[src/rtl/mem_req_arbiter_pkg.sv]
// Shared types and widths for the cache-refill memory request arbiter.
// Holds FSM state encodings, source IDs and the buffered write payload layout.
package mem_req_arbiter_pkg;

    localparam int unsigned ADDR_W     = 32;
    localparam int unsigned LINE_OFS_W = 4;
    localparam int unsigned LINE_W     = ADDR_W - LINE_OFS_W;
    localparam int unsigned DATA_W     = 128;
    localparam int unsigned MASK_W     = DATA_W / 8;
    localparam int unsigned BEAT_CNT_W = 2;

    typedef enum logic [1:0] {
        IDLE  = 2'd0,
        CMD   = 2'd1,
        RDATA = 2'd2,
        WRESP = 2'd3
    } arb_state_e;

    typedef enum logic [1:0] {
        SRC_IC = 2'd0,
        SRC_DR = 2'd1,
        SRC_DW = 2'd2
    } src_e;

    // Payload captured by the D-cache write slot.
    typedef struct packed {
        logic [LINE_W-1:0] line;
        logic [MASK_W-1:0] mask;
        logic [DATA_W-1:0] data;
    } wr_req_t;

    localparam int unsigned WR_REQ_W = LINE_W + MASK_W + DATA_W;

endpackage

[src/rtl/mem_req_arbiter_if.sv]
// Single 128-bit memory command/response port shared by all cache requesters.
// master = arbiter side, slave = memory controller side.
interface mem_req_arbiter_if;
    import mem_req_arbiter_pkg::*;

    logic              mem_cmd_valid;
    logic              mem_cmd_ready;
    logic              mem_cmd_write;
    logic [LINE_W-1:0] mem_cmd_addr;
    logic [MASK_W-1:0] mem_wmask;
    logic [DATA_W-1:0] mem_wdata;
    logic [DATA_W-1:0] mem_rdata;
    logic              mem_rdata_valid;
    logic              mem_wresp_valid;

    modport master (
        output mem_cmd_valid,
        input  mem_cmd_ready,
        output mem_cmd_write,
        output mem_cmd_addr,
        output mem_wmask,
        output mem_wdata,
        input  mem_rdata,
        input  mem_rdata_valid,
        input  mem_wresp_valid
    );

    modport slave (
        input  mem_cmd_valid,
        output mem_cmd_ready,
        input  mem_cmd_write,
        input  mem_cmd_addr,
        input  mem_wmask,
        input  mem_wdata,
        output mem_rdata,
        output mem_rdata_valid,
        output mem_wresp_valid
    );

endinterface

[src/rtl/arb_req_slot.sv]
// Pulse-capture request slot: latches the payload on a start pulse and holds
// a pending flag until granted. Pulses into an already-pending slot are ignored.
module arb_req_slot #(
    parameter int unsigned W = 32
) (
    input  logic         clk,
    input  logic         rst,
    input  logic         start,
    input  logic         grant,
    input  logic [W-1:0] din,
    output logic         pend,
    output logic [W-1:0] q
);

    always_ff @(posedge clk) begin
        if (rst) begin
            pend <= 1'b0;
            q    <= '0;
        end else if (grant) begin
            pend <= 1'b0;
        end else if (start && !pend) begin
            pend <= 1'b1;
            q    <= din;
        end
    end

endmodule

[src/rtl/mem_req_arbiter.sv]
// Serializes I-cache reads, D-cache reads and D-cache writes onto one memory
// command port (priority dcw > dcr > icr) and routes returns to the requester.
module mem_req_arbiter
    import mem_req_arbiter_pkg::*;
#(
    parameter int unsigned RBEATS = 1
) (
    input  logic              clk,
    input  logic              rst,
    input  logic              icr_start_rq,
    input  logic [ADDR_W-1:0] ic_rin_addr,
    output logic [DATA_W-1:0] ic_rdat_m_data,
    output logic [MASK_W-1:0] ic_rdat_m_mask,
    output logic              ic_rdat_m_valid,
    output logic              ic_finish_mrd,
    input  logic              dcr_start_rq,
    input  logic [ADDR_W-1:0] dcr_rin_addr,
    output logic [DATA_W-1:0] rdat_m_data,
    output logic              rdat_m_valid,
    output logic              finish_mrd,
    input  logic              dcw_start_rq,
    input  logic [ADDR_W-1:0] dcw_in_addr,
    input  logic [MASK_W-1:0] dcw_in_mask,
    input  logic [DATA_W-1:0] dcw_in_data,
    output logic              dcw_finish_wresp,
    output logic              rqfull_1,
    mem_req_arbiter_if.master mem
);

    localparam logic [BEAT_CNT_W-1:0] LAST_BEAT = BEAT_CNT_W'(RBEATS - 1);

    arb_state_e            state, state_nxt;
    src_e                  src, src_nxt;
    logic [BEAT_CNT_W-1:0] beat_cnt, beat_cnt_nxt;

    logic              pend_ic, pend_dr, pend_dw;
    logic              grant_ic, grant_dr, grant_dw;
    logic [LINE_W-1:0] ic_line, dr_line;
    wr_req_t           dw_din, dw_req;

    logic              cmd_valid_nxt, cmd_write_nxt;
    logic [LINE_W-1:0] cmd_addr_nxt;
    logic [MASK_W-1:0] wmask_nxt;
    logic [DATA_W-1:0] wdata_nxt;
    logic              ic_valid_nxt, ic_fin_nxt, dr_valid_nxt, dr_fin_nxt;
    logic [DATA_W-1:0] ic_data_nxt, dr_data_nxt;
    logic              wresp_fin_nxt, rqfull_nxt;

    // Byte offset within a line is meaningless to the line-granular memory port.
    logic unused_addr_lsb;
    assign unused_addr_lsb = ^{ic_rin_addr[LINE_OFS_W-1:0],
                               dcr_rin_addr[LINE_OFS_W-1:0],
                               dcw_in_addr[LINE_OFS_W-1:0]};

    assign ic_rdat_m_mask = '1;

    assign dw_din = '{line: dcw_in_addr[ADDR_W-1:LINE_OFS_W],
                      mask: dcw_in_mask,
                      data: dcw_in_data};

    arb_req_slot #(.W(LINE_W)) u_slot_ic (
        .clk   (clk),
        .rst   (rst),
        .start (icr_start_rq),
        .grant (grant_ic),
        .din   (ic_rin_addr[ADDR_W-1:LINE_OFS_W]),
        .pend  (pend_ic),
        .q     (ic_line)
    );

    arb_req_slot #(.W(LINE_W)) u_slot_dr (
        .clk   (clk),
        .rst   (rst),
        .start (dcr_start_rq),
        .grant (grant_dr),
        .din   (dcr_rin_addr[ADDR_W-1:LINE_OFS_W]),
        .pend  (pend_dr),
        .q     (dr_line)
    );

    arb_req_slot #(.W(WR_REQ_W)) u_slot_dw (
        .clk   (clk),
        .rst   (rst),
        .start (dcw_start_rq),
        .grant (grant_dw),
        .din   (dw_din),
        .pend  (pend_dw),
        .q     (dw_req)
    );

    // Next-state, grant and registered-output computation.
    always_comb begin
        state_nxt     = state;
        src_nxt       = src;
        beat_cnt_nxt  = beat_cnt;
        grant_ic      = 1'b0;
        grant_dr      = 1'b0;
        grant_dw      = 1'b0;
        cmd_valid_nxt = mem.mem_cmd_valid;
        cmd_write_nxt = mem.mem_cmd_write;
        cmd_addr_nxt  = mem.mem_cmd_addr;
        wmask_nxt     = mem.mem_wmask;
        wdata_nxt     = mem.mem_wdata;
        ic_valid_nxt  = 1'b0;
        ic_fin_nxt    = 1'b0;
        ic_data_nxt   = ic_rdat_m_data;
        dr_valid_nxt  = 1'b0;
        dr_fin_nxt    = 1'b0;
        dr_data_nxt   = rdat_m_data;
        wresp_fin_nxt = 1'b0;

        unique case (state)
            IDLE: begin
                if (pend_dw) begin
                    grant_dw      = 1'b1;
                    src_nxt       = SRC_DW;
                    cmd_write_nxt = 1'b1;
                    cmd_addr_nxt  = dw_req.line;
                    wmask_nxt     = dw_req.mask;
                    wdata_nxt     = dw_req.data;
                end else if (pend_dr) begin
                    grant_dr      = 1'b1;
                    src_nxt       = SRC_DR;
                    cmd_write_nxt = 1'b0;
                    cmd_addr_nxt  = dr_line;
                    wmask_nxt     = '0;
                    wdata_nxt     = '0;
                end else if (pend_ic) begin
                    grant_ic      = 1'b1;
                    src_nxt       = SRC_IC;
                    cmd_write_nxt = 1'b0;
                    cmd_addr_nxt  = ic_line;
                    wmask_nxt     = '0;
                    wdata_nxt     = '0;
                end
                if (pend_dw || pend_dr || pend_ic) begin
                    cmd_valid_nxt = 1'b1;
                    state_nxt     = CMD;
                end
            end
            CMD: begin
                if (mem.mem_cmd_valid && mem.mem_cmd_ready) begin
                    cmd_valid_nxt = 1'b0;
                    beat_cnt_nxt  = '0;
                    state_nxt     = (src == SRC_DW) ? WRESP : RDATA;
                end
            end
            RDATA: begin
                if (mem.mem_rdata_valid) begin
                    if (src == SRC_IC) begin
                        ic_valid_nxt = 1'b1;
                        ic_fin_nxt   = (beat_cnt == LAST_BEAT);
                        ic_data_nxt  = mem.mem_rdata;
                    end else begin
                        dr_valid_nxt = 1'b1;
                        dr_fin_nxt   = (beat_cnt == LAST_BEAT);
                        dr_data_nxt  = mem.mem_rdata;
                    end
                    beat_cnt_nxt = beat_cnt + BEAT_CNT_W'(1);
                    if (beat_cnt == LAST_BEAT) begin
                        state_nxt = IDLE;
                    end
                end
            end
            WRESP: begin
                if (mem.mem_wresp_valid) begin
                    wresp_fin_nxt = 1'b1;
                    state_nxt     = IDLE;
                end
            end
            default: state_nxt = IDLE;
        endcase

        // Mirrors the data-side slot pend flags one edge ahead so rqfull_1 is a flop.
        rqfull_nxt = (grant_dr ? 1'b0 : (pend_dr | dcr_start_rq)) |
                     (grant_dw ? 1'b0 : (pend_dw | dcw_start_rq));
    end

    // State and output registers.
    always_ff @(posedge clk) begin
        if (rst) begin
            state             <= IDLE;
            src               <= SRC_IC;
            beat_cnt          <= '0;
            mem.mem_cmd_valid <= 1'b0;
            mem.mem_cmd_write <= 1'b0;
            mem.mem_cmd_addr  <= '0;
            mem.mem_wmask     <= '0;
            mem.mem_wdata     <= '0;
            ic_rdat_m_valid   <= 1'b0;
            ic_finish_mrd     <= 1'b0;
            ic_rdat_m_data    <= '0;
            rdat_m_valid      <= 1'b0;
            finish_mrd        <= 1'b0;
            rdat_m_data       <= '0;
            dcw_finish_wresp  <= 1'b0;
            rqfull_1          <= 1'b0;
        end else begin
            state             <= state_nxt;
            src               <= src_nxt;
            beat_cnt          <= beat_cnt_nxt;
            mem.mem_cmd_valid <= cmd_valid_nxt;
            mem.mem_cmd_write <= cmd_write_nxt;
            mem.mem_cmd_addr  <= cmd_addr_nxt;
            mem.mem_wmask     <= wmask_nxt;
            mem.mem_wdata     <= wdata_nxt;
            ic_rdat_m_valid   <= ic_valid_nxt;
            ic_finish_mrd     <= ic_fin_nxt;
            ic_rdat_m_data    <= ic_data_nxt;
            rdat_m_valid      <= dr_valid_nxt;
            finish_mrd        <= dr_fin_nxt;
            rdat_m_data       <= dr_data_nxt;
            dcw_finish_wresp  <= wresp_fin_nxt;
            rqfull_1          <= rqfull_nxt;
        end
    end

endmodule

[src/flat_wrapper.sv]
// flat-port wrapper written by rule: the top's interface ports become plain ports
module mem_req_arbiter_flat import mem_req_arbiter_pkg::*;
#(
    parameter int unsigned RBEATS = 1
)
  (clk, rst, icr_start_rq, ic_rin_addr, ic_rdat_m_data, ic_rdat_m_mask, ic_rdat_m_valid, ic_finish_mrd, dcr_start_rq, dcr_rin_addr, rdat_m_data, rdat_m_valid, finish_mrd, dcw_start_rq, dcw_in_addr, dcw_in_mask, dcw_in_data, dcw_finish_wresp, rqfull_1, mem_mem_cmd_valid, mem_mem_cmd_ready, mem_mem_cmd_write, mem_mem_cmd_addr, mem_mem_wmask, mem_mem_wdata, mem_mem_rdata, mem_mem_rdata_valid, mem_mem_wresp_valid);
  mem_req_arbiter_if mem_i ();
  input  logic clk;
  input  logic rst;
  input  logic icr_start_rq;
  input  logic [ADDR_W-1:0] ic_rin_addr;
  output logic [DATA_W-1:0] ic_rdat_m_data;
  output logic [MASK_W-1:0] ic_rdat_m_mask;
  output logic ic_rdat_m_valid;
  output logic ic_finish_mrd;
  input  logic dcr_start_rq;
  input  logic [ADDR_W-1:0] dcr_rin_addr;
  output logic [DATA_W-1:0] rdat_m_data;
  output logic rdat_m_valid;
  output logic finish_mrd;
  input  logic dcw_start_rq;
  input  logic [ADDR_W-1:0] dcw_in_addr;
  input  logic [MASK_W-1:0] dcw_in_mask;
  input  logic [DATA_W-1:0] dcw_in_data;
  output logic dcw_finish_wresp;
  output logic rqfull_1;
  output wire logic [$bits(mem_i.mem_cmd_valid)-1:0] mem_mem_cmd_valid;
  input wire logic [$bits(mem_i.mem_cmd_ready)-1:0] mem_mem_cmd_ready;
  output wire logic [$bits(mem_i.mem_cmd_write)-1:0] mem_mem_cmd_write;
  output wire logic [$bits(mem_i.mem_cmd_addr)-1:0] mem_mem_cmd_addr;
  output wire logic [$bits(mem_i.mem_wmask)-1:0] mem_mem_wmask;
  output wire logic [$bits(mem_i.mem_wdata)-1:0] mem_mem_wdata;
  input wire logic [$bits(mem_i.mem_rdata)-1:0] mem_mem_rdata;
  input wire logic [$bits(mem_i.mem_rdata_valid)-1:0] mem_mem_rdata_valid;
  input wire logic [$bits(mem_i.mem_wresp_valid)-1:0] mem_mem_wresp_valid;
  assign mem_mem_cmd_valid = mem_i.mem_cmd_valid;
  assign mem_i.mem_cmd_ready = mem_mem_cmd_ready;
  assign mem_mem_cmd_write = mem_i.mem_cmd_write;
  assign mem_mem_cmd_addr = mem_i.mem_cmd_addr;
  assign mem_mem_wmask = mem_i.mem_wmask;
  assign mem_mem_wdata = mem_i.mem_wdata;
  assign mem_i.mem_rdata = mem_mem_rdata;
  assign mem_i.mem_rdata_valid = mem_mem_rdata_valid;
  assign mem_i.mem_wresp_valid = mem_mem_wresp_valid;
  mem_req_arbiter #(.RBEATS(RBEATS)) u_core (.clk(clk), .rst(rst), .icr_start_rq(icr_start_rq), .ic_rin_addr(ic_rin_addr), .ic_rdat_m_data(ic_rdat_m_data), .ic_rdat_m_mask(ic_rdat_m_mask), .ic_rdat_m_valid(ic_rdat_m_valid), .ic_finish_mrd(ic_finish_mrd), .dcr_start_rq(dcr_start_rq), .dcr_rin_addr(dcr_rin_addr), .rdat_m_data(rdat_m_data), .rdat_m_valid(rdat_m_valid), .finish_mrd(finish_mrd), .dcw_start_rq(dcw_start_rq), .dcw_in_addr(dcw_in_addr), .dcw_in_mask(dcw_in_mask), .dcw_in_data(dcw_in_data), .dcw_finish_wresp(dcw_finish_wresp), .rqfull_1(rqfull_1), .mem(mem_i));
endmodule
[config.mk]
export PLATFORM = sky130hd
export DESIGN_NAME = mem_req_arbiter_flat
export DESIGN_NICKNAME = d
export VERILOG_FILES = /design/src/rtl/mem_req_arbiter_pkg.sv /design/src/rtl/mem_req_arbiter_if.sv /design/src/rtl/arb_req_slot.sv /design/src/rtl/mem_req_arbiter.sv /design/src/flat_wrapper.sv
export SDC_FILE = /design/constraint.sdc
export NUM_CORES = 1
export LEC_CHECK = 0
export BUFFER_PORTS_ARGS = -buffer_cell sky130_fd_sc_hd__buf_2
export CAP_MARGIN = 20
export CELL_PAD_IN_SITES_DETAIL_PLACEMENT = 2
export CELL_PAD_IN_SITES_GLOBAL_PLACEMENT = 2
export CORE_AREA = 2 2 321 323
export CTS_CLUSTER_SIZE = 8
export DETAILED_ROUTE_END_ITERATION = 7
export DIE_AREA = 0 0 323 325
export PLACE_DENSITY = 0.73
export SYNTH_ARGS = -nofsm -noshare
export SYNTH_HDL_FRONTEND = slang
export SYNTH_SLANG_ARGS = --single-unit
[constraint.sdc]
create_clock -name clk -period 1.9 [get_ports clk]
set_input_delay 0.38 -clock clk [delete_from_list [all_inputs] [get_ports clk]]
set_output_delay 0.38 -clock clk [all_outputs]
set_load 0.03 [all_outputs]
==> metrics.csv, run 1 <==
metric,value,unit
p_switching,10100,uW
nFillCells,11300,
period_share,93.1,%
viasPerCell,5.00,
final_cell_mix,"797 x buf_2, 670 x dfxtp_1, 636 x a21oi_1",
met2_length,63400,um
synth_top_area_share,53.5,%
synth-seq-area-share,53.5,%
rsz0062_at_grt,false,
initial_core_util,24.8,%
combPwrFrac,14.5,%
worst_slew_pin_slew,0.668,ns
die_area,105000,sq um
drt-met1-wl,49200,um
synth_area_per_cell,8.19,sq um
route.final.wire_length,129000,um
arrival,1.39,ns
crit_slowest_cell,dfxtp_2,
grt_start_max_net_pins,123,
finalSetupViolCount,0,
gr-usage-all-layers,23.7,%
grt-ovfl-total,0,
cts_buffers,95,
grt_antenna_before_repair,29,
path_max_fanout,3,
grt_pass1_vias,30400,
synth_cell_type_count,38,
via_count,27500,
fin_skew,0.0173,ns
dp_cells,5012,
crit_buf_inv,2,
fin_crit,1.77,ns
slew_headroom,55.5,%
worstSkewPairLatency,0.66,ns
drtAntennaViolNets,0,
die_h,325,um
syn_area,25100,sq um
crit_required,1.52,ns
tns,0,ns
wl_met3,8530,um
p_seq_share,41.6,%
drtPass1Iterations,5,
synth_top_area_cell,dfxtp_1,
io_pins,828,
p_leak,0.0151,uW
slew_violations,0,
clock_path_buffers,3,
max-vdd-ir-drop,610,uV
hp-class,in2reg,
cts_tree,done,
coreArea,101000,sq um
synth_cells,3067,
power.share.clock,43.9,%
synth_warnings,0,
fmax,0.565,GHz
ys_async_sr_fraction,0,%
p_sw_share,28.5,%
finalHoldViolCount,0,
port_buffers,799,
final_cells,5499,
crit_family,flip-flops,
grt_pass1_wl,192000,um
slowest_delay,0.40,ns
final_common_cell,buf_2,
cts.sinks,672,
status,completed,
final_nets,4472,
gp_congestion,0.789,
drc,0,
ys_ff_latch,672,
rows,117,
htree_levels,3,
maxCapViolations,0,
p_int,25500,uW
drtIter0Drc,1298,
ys_top_cells_by_area,"dfxtp_1 54%, a21oi_1 13%, o21ai_0 8.0%",
syn2layout_area_growth,47.7,%
cts-root-buf,clkbuf_16,
dp.final_hpwl,78800,um
critPathMostFrequentCell,buf_4,
start_kind,flip-flop,
wl_per_cell,23.5,um
clk_transition_reported_paths,0.05,ns
critical_path_class,reg2out,
end_kind,primary output,
power_density,961,nW/um^2
drive_gt1_share,25.9,%
multi_input_area,10400,sq um
ff_latch_area,13500,sq um
routed.top_layer,met5,
die_w,323,um
synth_edf_count,0,
path_cells,buf_4 -> buf_4,
synth-main-ff-cell,dfxtp_1,
-- power by group through the flow --
stage	combinational (uW)	sequential, uW	clock [uW]
floorplan	2170	15300	0
global placement	4420	15100	0
detailed placement	4460	15100	0
CTS	5120	14800	16000
global route	5520	14900	16600
finish	5160	14900	15600
-- tightest hold or removal path, stage by stage --
cell     delay [ns]
buf_2          0.16
nand3_1        0.08
a21oi_1        0.06
-- Yosys cell counts, types with 2 or more instances --
cell	number
nand3_1	402
a211oi_1	2
clkbuf_1	276
mux2i_1	28
buf_4	16
inv_1	3
o22ai_2	20
nand2b_1	34
o22ai_1	8
buf_6	8
a21oi_1	636
buf_1	28
nor2b_1	4
nand2_1	465
dfxtp_1	672
mux2_2	28
buf_2	7
nor2_1	8
o21ai_0	403
-- through the flow --
| stage | total power [uW] | hold slack, ns | cell area, sq um | utilization, % | setup slack [ns] |
|---|---|---|---|---|---|
| after floorplan | 17500 | 0.433 | 25200 | - | 0.179 |
| after global placement | 19500 | 0.441 | 30900 | 30.5 | 0.215 |
| after global routing | 37100 | 0.0234 | 37100 | 36.6 | 0.0371 |
| after detailed placement | 19600 | 0.450 | 30900 | 30.5 | 0.140 |
| after CTS | 35900 | 0.00320 | 37100 | 36.6 | 0.0497 |
| final | 35700 | 0.0591 | 37100 | 36.6 | 0.131 |
-- logic make-up (layout without fill, tap and decap cells) --
logic type / after synthesis / after routing / synth area share (%)
buf+inv: 339 / 1367 / 5.58
mux: 56 / 56 / 2.37
simple gates: 924 / 924 / 16.3
compound gates: 1074 / 1074 / 22.1
fa+ha+maj: 1 / 1 / 0.0498
flops: 672 / 672 / 53.5
other cells: 1 / 37 / 0.0149
-- layout make-up --
type | count | area share [%]
inverters | 4 | 0.0405
clock buffers | 105 | 6.70
diodes | 21 | 0.142
repair buffers | 1251 | 24.0
flip-flops and latches | 672 | 36.3
clock inverters | 7 | 0.253
well taps | 1368 | 4.61
multi-input cells | 2071 | 28.0
-- registers in the layout (all words and copies together) (netlist names), 2 cells and up --
register and count:
u_core.u_slot_dw.q 172, u_core.ic_rdat_m_data 128, u_core.mem.mem_wdata 128, u_core.rdat_m_data 128
u_core.mem.mem_cmd_addr 28, u_core.u_slot_dr.q 28, u_core.u_slot_ic.q 28, u_core.mem.mem_wmask 16
u_core.beat_cnt 2, u_core.src 2, u_core.state 2
-- final timing paths --
kind | cells after the start | slack (ns) | from | end
max reg2reg | 5 | 0.16 | u_core.state[0]$_SDFFE_PP0P_ | u_core.ic_rdat_m_data[64]$_SDFFE_PP0P_
min | 3 | 0.06 | mem_mem_rdata[5] | u_core.rdat_m_data[5]$_SDFFE_PP0P_
max | 2 | 0.13 | u_core.src[1]$_SDFFE_PP0P_ | mem_mem_cmd_write
min reg2reg | 2 | 0.45 | u_core.u_slot_dw.q[30]$_SDFFE_PP0P_ | u_core.u_slot_dw.q[30]$_SDFFE_PP0P_
-- metal layers --
layer,GRT usage [%],vias to the layer above
met3,6.88,329
met1,25.4,13700
li1,-,12600
met4,13.7,16
met5,0,-
met2,41.2,844
-- what timing repair did --
item / CTS / global route
hold buffers: 354 / 0
setup endpoints to repair: 1 / 0
endpoints found under the hold margin: 467 / 0
gates resized for setup: 2 / 0
buffers inserted: 0 / 0
Note: power is estimated with default switching activity, not from simulation.
==> inputs of run 2 (changes only) <==
--- a/config.mk
+++ b/config.mk
@@ -9,11 +9,12 @@
 export CAP_MARGIN = 20
 export CELL_PAD_IN_SITES_DETAIL_PLACEMENT = 2
 export CELL_PAD_IN_SITES_GLOBAL_PLACEMENT = 2
-export CORE_AREA = 2 2 321 323
+export CORE_AREA = 2 2 324 326
 export CTS_CLUSTER_SIZE = 8
 export DETAILED_ROUTE_END_ITERATION = 7
-export DIE_AREA = 0 0 323 325
-export PLACE_DENSITY = 0.73
+export DIE_AREA = 0 0 326 328
+export PLACE_DENSITY = 0.74
 export SYNTH_ARGS = -nofsm -noshare
 export SYNTH_HDL_FRONTEND = slang
+export SYNTH_HIERARCHICAL = 1
 export SYNTH_SLANG_ARGS = --single-unit
==> metrics.csv, run 2 <==
metric,value,unit,change
total_power,36400,uW,"was 35,700 uW"
worstSkewPairLatency,0.68,ns,was 0.66 ns
gp_congestion,0.805,,was 0.789
htree_levels,3,,unchanged
port_buffers,799,,unchanged
crit_family,buffers and inverters,,was flip-flops
synth-main-ff-cell,dfxtp_1,,unchanged
io_pins,828,,unchanged
maxCapViolations,0,,unchanged
die_w,326,um,was 323 um
cts_buffers,95,,unchanged
ff_latch_area,13500,sq um,about the same
finalHoldViolCount,0,,unchanged
multi_input_area,12600,sq um,"was 10,400 sq um"
crit_slowest_cell,dfxtp_2,,unchanged
ys_ff_latch,672,,unchanged
cts.sinks,672,,unchanged
clock_path_buffers,3,,unchanged
syn_area,27400,sq um,"was 25,100 sq um"
route.final.wire_length,133000,um,"was 129,000 um"
whs,0.0919,ns,was 0.0591 ns
fin_skew,0.0333,ns,was 0.0173 ns
initial_core_util,26.5,%,was 24.8%
crit_required,2.49,ns,was 1.52 ns
synth_warnings,6,,was 0
grt_start_max_net_pins,106,,was 123
cts-root-buf,clkbuf_16,,unchanged
p_leak,0.0162,uW,was 0.0151 uW
wl_per_cell,24.0,um,was 23.5 um
tns,0,ns,unchanged
gr-usage-all-layers,23.5,%,was 23.7%
path_max_fanout,11,,was 3
viasPerCell,4.95,,was 5.00
drtPass1Iterations,5,,unchanged
ys_top_cells_by_area,"dfxtp_1 49%, nand2b_1 11%, mux2i_1 9.4%",,"was dfxtp_1 54%, a21oi_1 13%, o21ai_0 8.0%"
start_kind,flip-flop,,unchanged
synth_edf_count,0,,unchanged
grt_antenna_before_repair,14,,was 29
finalSetupViolCount,0,,unchanged
ys_async_sr_fraction,0,%,unchanged
path_cells,nor2_2 -> nand2_1 -> inv_4 -> nor3b_4 -> clkbuf_16 -> buf_4 -> buf_12 -> mux2i_1,,was buf_4 -> buf_4
synth_cell_type_count,42,,was 38
final_common_cell,buf_2,,unchanged
coreArea,103000,sq um,"was 101,000 sq um"
grt-ovfl-total,0,,unchanged
ys_top_cells_by_count,"672 x dfxtp_1, 486 x nand2b_1, 407 x a21oi_1",,"was 672 x dfxtp_1, 636 x a21oi_1, 465 x nand2_1"
drive_gt1_share,26.9,%,was 25.9%
cts_tree,done,,unchanged
slew_violations,0,,unchanged
final_nets,4525,,"was 4,472"
period_share,97.6,%,was 93.1%
grt_pass1_vias,30900,,was 30.4k
clk_transition_reported_paths,0.05,ns,about the same
synth.most_common_cell,dfxtp_1,,unchanged
final_cell_mix,"798 x buf_2, 668 x dfxtp_1, 486 x nand2b_1",,"was 797 x buf_2, 670 x dfxtp_1, 636 x a21oi_1"
drtAntennaViolNets,0,,unchanged
synth_top_area_share,49.2,%,was 53.5%
status,completed,,unchanged
syn2layout_area_growth,45.8,%,was 47.7%
power_density,912,nW/um^2,was 961 nW/um^2
rows,118,,was 117
grt_pass1_wl,195000,um,"was 192,000 um"
end_kind,flip-flop,,was primary output
nFillCells,11100,,was 11.3k
drtIter0Drc,1389,,"was 1,298"
fmax,0.539,GHz,was 0.565 GHz
max-vdd-ir-drop,764,uV,was 610 uV
die_area,107000,sq um,"was 105,000 sq um"
synth_area_per_cell,8.96,sq um,was 8.19 sq um
largest_reg_flops,172,,unchanged
synth_cells,3052,,"was 3,067"
die_h,328,um,was 325 um
fin_ws,0.0458,ns,was 0.131 ns
arrival,2.44,ns,was 1.39 ns
largest_register,u_core/u_slot_dw/q,,was u_core.u_slot_dw.q
via_count,27500,,about the same
critical_path_class,reg2reg,,was reg2out
drc,0,,unchanged
synth_top_area_cell,dfxtp_1,,unchanged
hp-class,in2reg,,unchanged
crit_buf_inv,4,,was 2
dp.final_hpwl,78100,um,"was 78,800 um"
synth-seq-area-share,49.2,%,was 53.5%
fin_crit,1.85,ns,was 1.77 ns
place_ws,0.0716,ns,was 0.140 ns
slowest_delay,0.36,ns,was 0.40 ns
==> run 2: changes by cell type in the layout (fill, tap and decap cells not counted), moves of 7 or more <==
cell	delta
a21oi_1	-230
buf_4	+27
diode_2	-7
mux2i_1	+222
nand2_1	-314
nand2b_1	+453
nand3_1	-144
==> run 2: final timing paths <==
path	startpoint	end	slack, ns	depth (start not counted)
worst min register to register	u_core/u_slot_dw/q[124]$_SDFFE_PP0P_	u_core/mem.mem_wdata[124]$_SDFFE_PP0P_	0.45	2
worst max-delay path	u_core/state[1]$_SDFFE_PP0P_	u_core/u_slot_dw/q[63]$_SDFFE_PP0P_	0.05	8
worst max register to register	u_core/state[1]$_SDFFE_PP0P_	u_core/u_slot_dw/q[63]$_SDFFE_PP0P_	0.05	8
worst min-delay path	mem_mem_rdata[120]	u_core/ic_rdat_m_data[120]$_SDFFE_PP0P_	0.09	3
==> run 2: repair_timing <==
action / CTS / global route
hold buffers: 359 / 0
setup endpoints to repair: 0 / 143
endpoints found under the hold margin: 481 / 0
setup buffers: 0 / 6
resized for setup: 0 / 24
==> run 2: cell families after synthesis <==
group           count (synthesis)  synth area share (%)
mux                           284                  10.5
other cells                     1                0.0137
flops                         672                  49.2
simple gates                  930                  18.7
fa+ha+maj                       1                0.0457
compound gates                843                  16.1
buf+inv                       321                  5.47
==> run 2: routing by layer <==
metal | track usage (%) | vias up | part of all wire (%)
li1 | - | 12600 | -
met1 | 25.6 | 13700 | 39
met2 | 41.9 | 874 | 50
met3 | 5.54 | 302 | 5.4
met4 | 13.2 | 0 | 5.2
met5 | 0 | - | 0
==> run 2: worst min-delay path, stage by stage <==
cell,delay [ns]
buf_2,0.17
nand3_1,0.09
a21oi_1,0.05
==> run 2: through the flow <==
stage / std cells / utilization, % / area [sq um]
finish: 5554 / 38.7 / 39900
global placement: 5059 / 32.4 / 33400
CTS: 5527 / 38.3 / 39600
global route: 5553 / 38.7 / 39900
floorplan: 3067 / - / 27400
detailed placement: 5059 / 32.4 / 33400
==> run 2: where the power goes <==
group          total [uW]  switching, uW  leakage [uW]  internal, uW
Sequential          15000            382       0.00545         14600
Clock               15700           6810       0.00125          8920
Combinational        5630           3300       0.00954          2330
==> run 2: final cells by class <==
class,count,share of cell area (%)
clock inverters,10,0.373
multi-input cells,2074,31.5
well taps,1380,4.33
diodes,14,0.0878
inverters,4,0.0439
flip-flops and latches,672,33.7
clock buffers,99,6.02
repair buffers,1301,23.9
==> inputs of run 3 (changes only) <==
--- a/config.mk
+++ b/config.mk
@@ -14,6 +14,7 @@
 export DETAILED_ROUTE_END_ITERATION = 7
 export DIE_AREA = 0 0 326 328
 export PLACE_DENSITY = 0.74
+export REMOVE_ABC_BUFFERS = 1
 export SYNTH_ARGS = -nofsm -noshare
 export SYNTH_HDL_FRONTEND = slang
 export SYNTH_HIERARCHICAL = 1
==> metrics.csv, run 3 (synthesis gave the netlist of run 2 again) <==
metric,value,unit,change
cts_buffers,94,,was 95
viasPerCell,4.96,,was 4.95
fmax,0.532,GHz,was 0.539 GHz
drtPass1Iterations,5,,unchanged
worstSkewPairLatency,0.67,ns,was 0.68 ns
status,completed,,unchanged
final_common_cell,buf_2,,unchanged
largest_reg_flops,172,,unchanged
largest_register,u_core/u_slot_dw/q,,unchanged
grt_pass1_wl,198000,um,"was 195,000 um"
crit_slowest_cell,o21ai_0,,was dfxtp_2
clk_transition_reported_paths,0.06,ns,was 0.05 ns
finalSetupViolCount,0,,unchanged
grt_pass1_vias,30800,,was 30.9k
critical_path_class,reg2reg,,unchanged
worst_slew_pin_slew,0.602,ns,
route.final.wire_length,135000,um,"was 133,000 um"
grt-busiest-layer,met2,,unchanged
power_density,913,nW/um^2,was 912 nW/um^2
place_ws,0.0184,ns,was 0.0716 ns
final_cells,5524,,"was 5,554"
final_nets,4496,,"was 4,525"
port_buffers,799,,unchanged
rr_endpoint,u_core/mem.mem_wdata[85]$_SDFFE_PP0P_,,was u_core/u_slot_dw/q[63]$_SDFFE_PP0P_
syn2layout_area_growth,44.2,%,was 45.8%
io_pins,828,,unchanged
hold_path_depth,3,,unchanged
cp.depth,5,,was 8
cts_tree,done,,unchanged
grtUsageMet2,43.9,%,was 41.9%
r2r-start,u_core/state[1]$_SDFFE_PP0P_,,unchanged
fin_crit,1.88,ns,was 1.85 ns
die_w,326,um,unchanged
whs,0.0716,ns,was 0.0919 ns
grt_antenna_before_repair,17,,was 14
dp_cells,5037,,"was 5,059"
finalHoldViolCount,0,,unchanged
slowest_delay,0.45,ns,was 0.36 ns
drive_gt1_share,26.1,%,was 26.9%
grt_start_max_net_pins,123,,was 106
rows,118,,unchanged
path_max_fanout,88,,was 11
use_met1,25.8,%,was 25.6%
fin_ws,0.0209,ns,was 0.0458 ns
drtIter0Drc,1404,,"was 1,389"
crit_buf_inv,2,,was 4
r2r_slack,0.02,ns,was 0.05 ns
clock_path_buffers,3,,unchanged
drtAntennaViolNets,0,,unchanged
max-vdd-ir-drop,613,uV,was 764 uV
grt_use_met3,5.40,%,was 5.54%
final_cell_mix,"797 x buf_2, 668 x dfxtp_1, 486 x nand2b_1",,"was 798 x buf_2, 668 x dfxtp_1, 486 x nand2b_1"
total_power,36000,uW,"was 36,400 uW"
die_h,328,um,unchanged
coreArea,103000,sq um,unchanged
gp_congestion,0.810,,was 0.805
rr_worst_depth,5,,was 8
initial_core_util,26.5,%,unchanged
htree_levels,3,,unchanged
period_share,98.9,%,was 97.6%
crit_required,2.42,ns,was 2.49 ns
crit_family,compound AO/OA/AOI/OAI gates,,was buffers and inverters
p_leak,0.0160,uW,was 0.0162 uW
via_count,27400,,was 27.5k
arrival,2.39,ns,was 2.44 ns
wl_per_cell,24.4,um,was 24.0 um
slew_headroom,59.9,%,
slew_violations,0,,unchanged
dp.final_hpwl,78300,um,"was 78,100 um"
drc,0,,unchanged
crit_path_start,u_core/state[1]$_SDFFE_PP0P_,,unchanged
grt-ovfl-total,0,,unchanged
maxCapViolations,0,,unchanged
critPathCapture,u_core/mem.mem_wdata[85]$_SDFFE_PP0P_,,was u_core/u_slot_dw/q[63]$_SDFFE_PP0P_
gr-usage-all-layers,23.8,%,was 23.5%
cts-root-buf,clkbuf_16,,unchanged
cts.sinks,672,,unchanged
path_cells,or2_4 -> buf_4 -> buf_12 -> o21ai_0 -> a21oi_1,,was nor2_2 -> nand2_1 -> inv_4 -> nor3b_4 -> clkbuf_16 -> buf_4 -> buf_12 -> mux2i_1
tns,0,ns,unchanged
die_area,107000,sq um,unchanged
end_kind,flip-flop,,unchanged
start_kind,flip-flop,,unchanged
fin_skew,0.0249,ns,was 0.0333 ns
hp-class,in2reg,,unchanged
run 3: timing repair:
| item | 4_1_cts | 5_1_grt |
|---|---|---|
| cloned | 1 | 1 |
| endpoints found under the setup margin | 2 | 103 |
| resized for setup | 3 | 7 |
| hold buffers | 358 | 0 |
| hold endpoints to repair | 469 | 0 |
| pin swaps | 0 | 0 |
| buffers inserted | 0 | 6 |
run 3: area by class of cell:
class | instances | area [sq um]
fillers | 11100 | 63700
clock inverters | 5 | 95.1
clock buffers | 103 | 2440
repair buffers | 1273 | 9170
multi-input cells | 2074 | 12500
diodes | 13 | 32.5
inverters | 4 | 17.5
well taps | 1380 | 1730
flip-flops and latches | 672 | 13500
run 3: worst min path at each step:
stage                                                    from                                    end  slack, ns
after global routing                          dcw_in_data[98]    u_core/u_slot_dw/q[98]$_SDFFE_PP0P_       0.04
after CTS                                     dcw_in_data[98]    u_core/u_slot_dw/q[98]$_SDFFE_PP0P_      0.008
after detailed placement  u_core/u_slot_dw/q[65]$_SDFFE_PP0P_  u_core/mem.mem_wdata[65]$_SDFFE_PP0P_       0.45
after floorplan            u_core/u_slot_dw/q[0]$_SDFFE_PP0P_   u_core/mem.mem_wdata[0]$_SDFFE_PP0P_       0.43
final                                       mem_mem_rdata[49]    u_core/rdat_m_data[49]$_SDFFE_PP0P_       0.07
after global placement    u_core/u_slot_dw/q[11]$_SDFFE_PP0P_  u_core/mem.mem_wdata[11]$_SDFFE_PP0P_       0.44
run 3: stage by stage:
stage          util (%)  area (sq um)
2_1_floorplan         -         25900
3_5_place_dp       32.1         33100
3_3_place_gp       32.1         33100
4_1_cts            38.1         39300
6_report           38.2         39500
5_1_grt            38.2         39400
run 3: metal layers:
layer | part of all wire [%] | vias up
li1 | - | 12500
met1 | 38 | 13700
met2 | 52 | 873
met3 | 5.4 | 284
met4 | 4.4 | 12
met5 | 0.061 | -
run 3: where the power goes:
group | switching, uW | leakage, uW | internal, uW
logic | 3240 | 0.00934 | 2190
clock network | 6640 | 0.00124 | 8960
registers | 363 | 0.00545 | 14600
run 3: tightest hold or removal path: cells and delay by family:
kind | cells | cell delay (ns)
simple gates | 1 | 0.09
buf+inv | 1 | 0.12
compound gates | 1 | 0.07
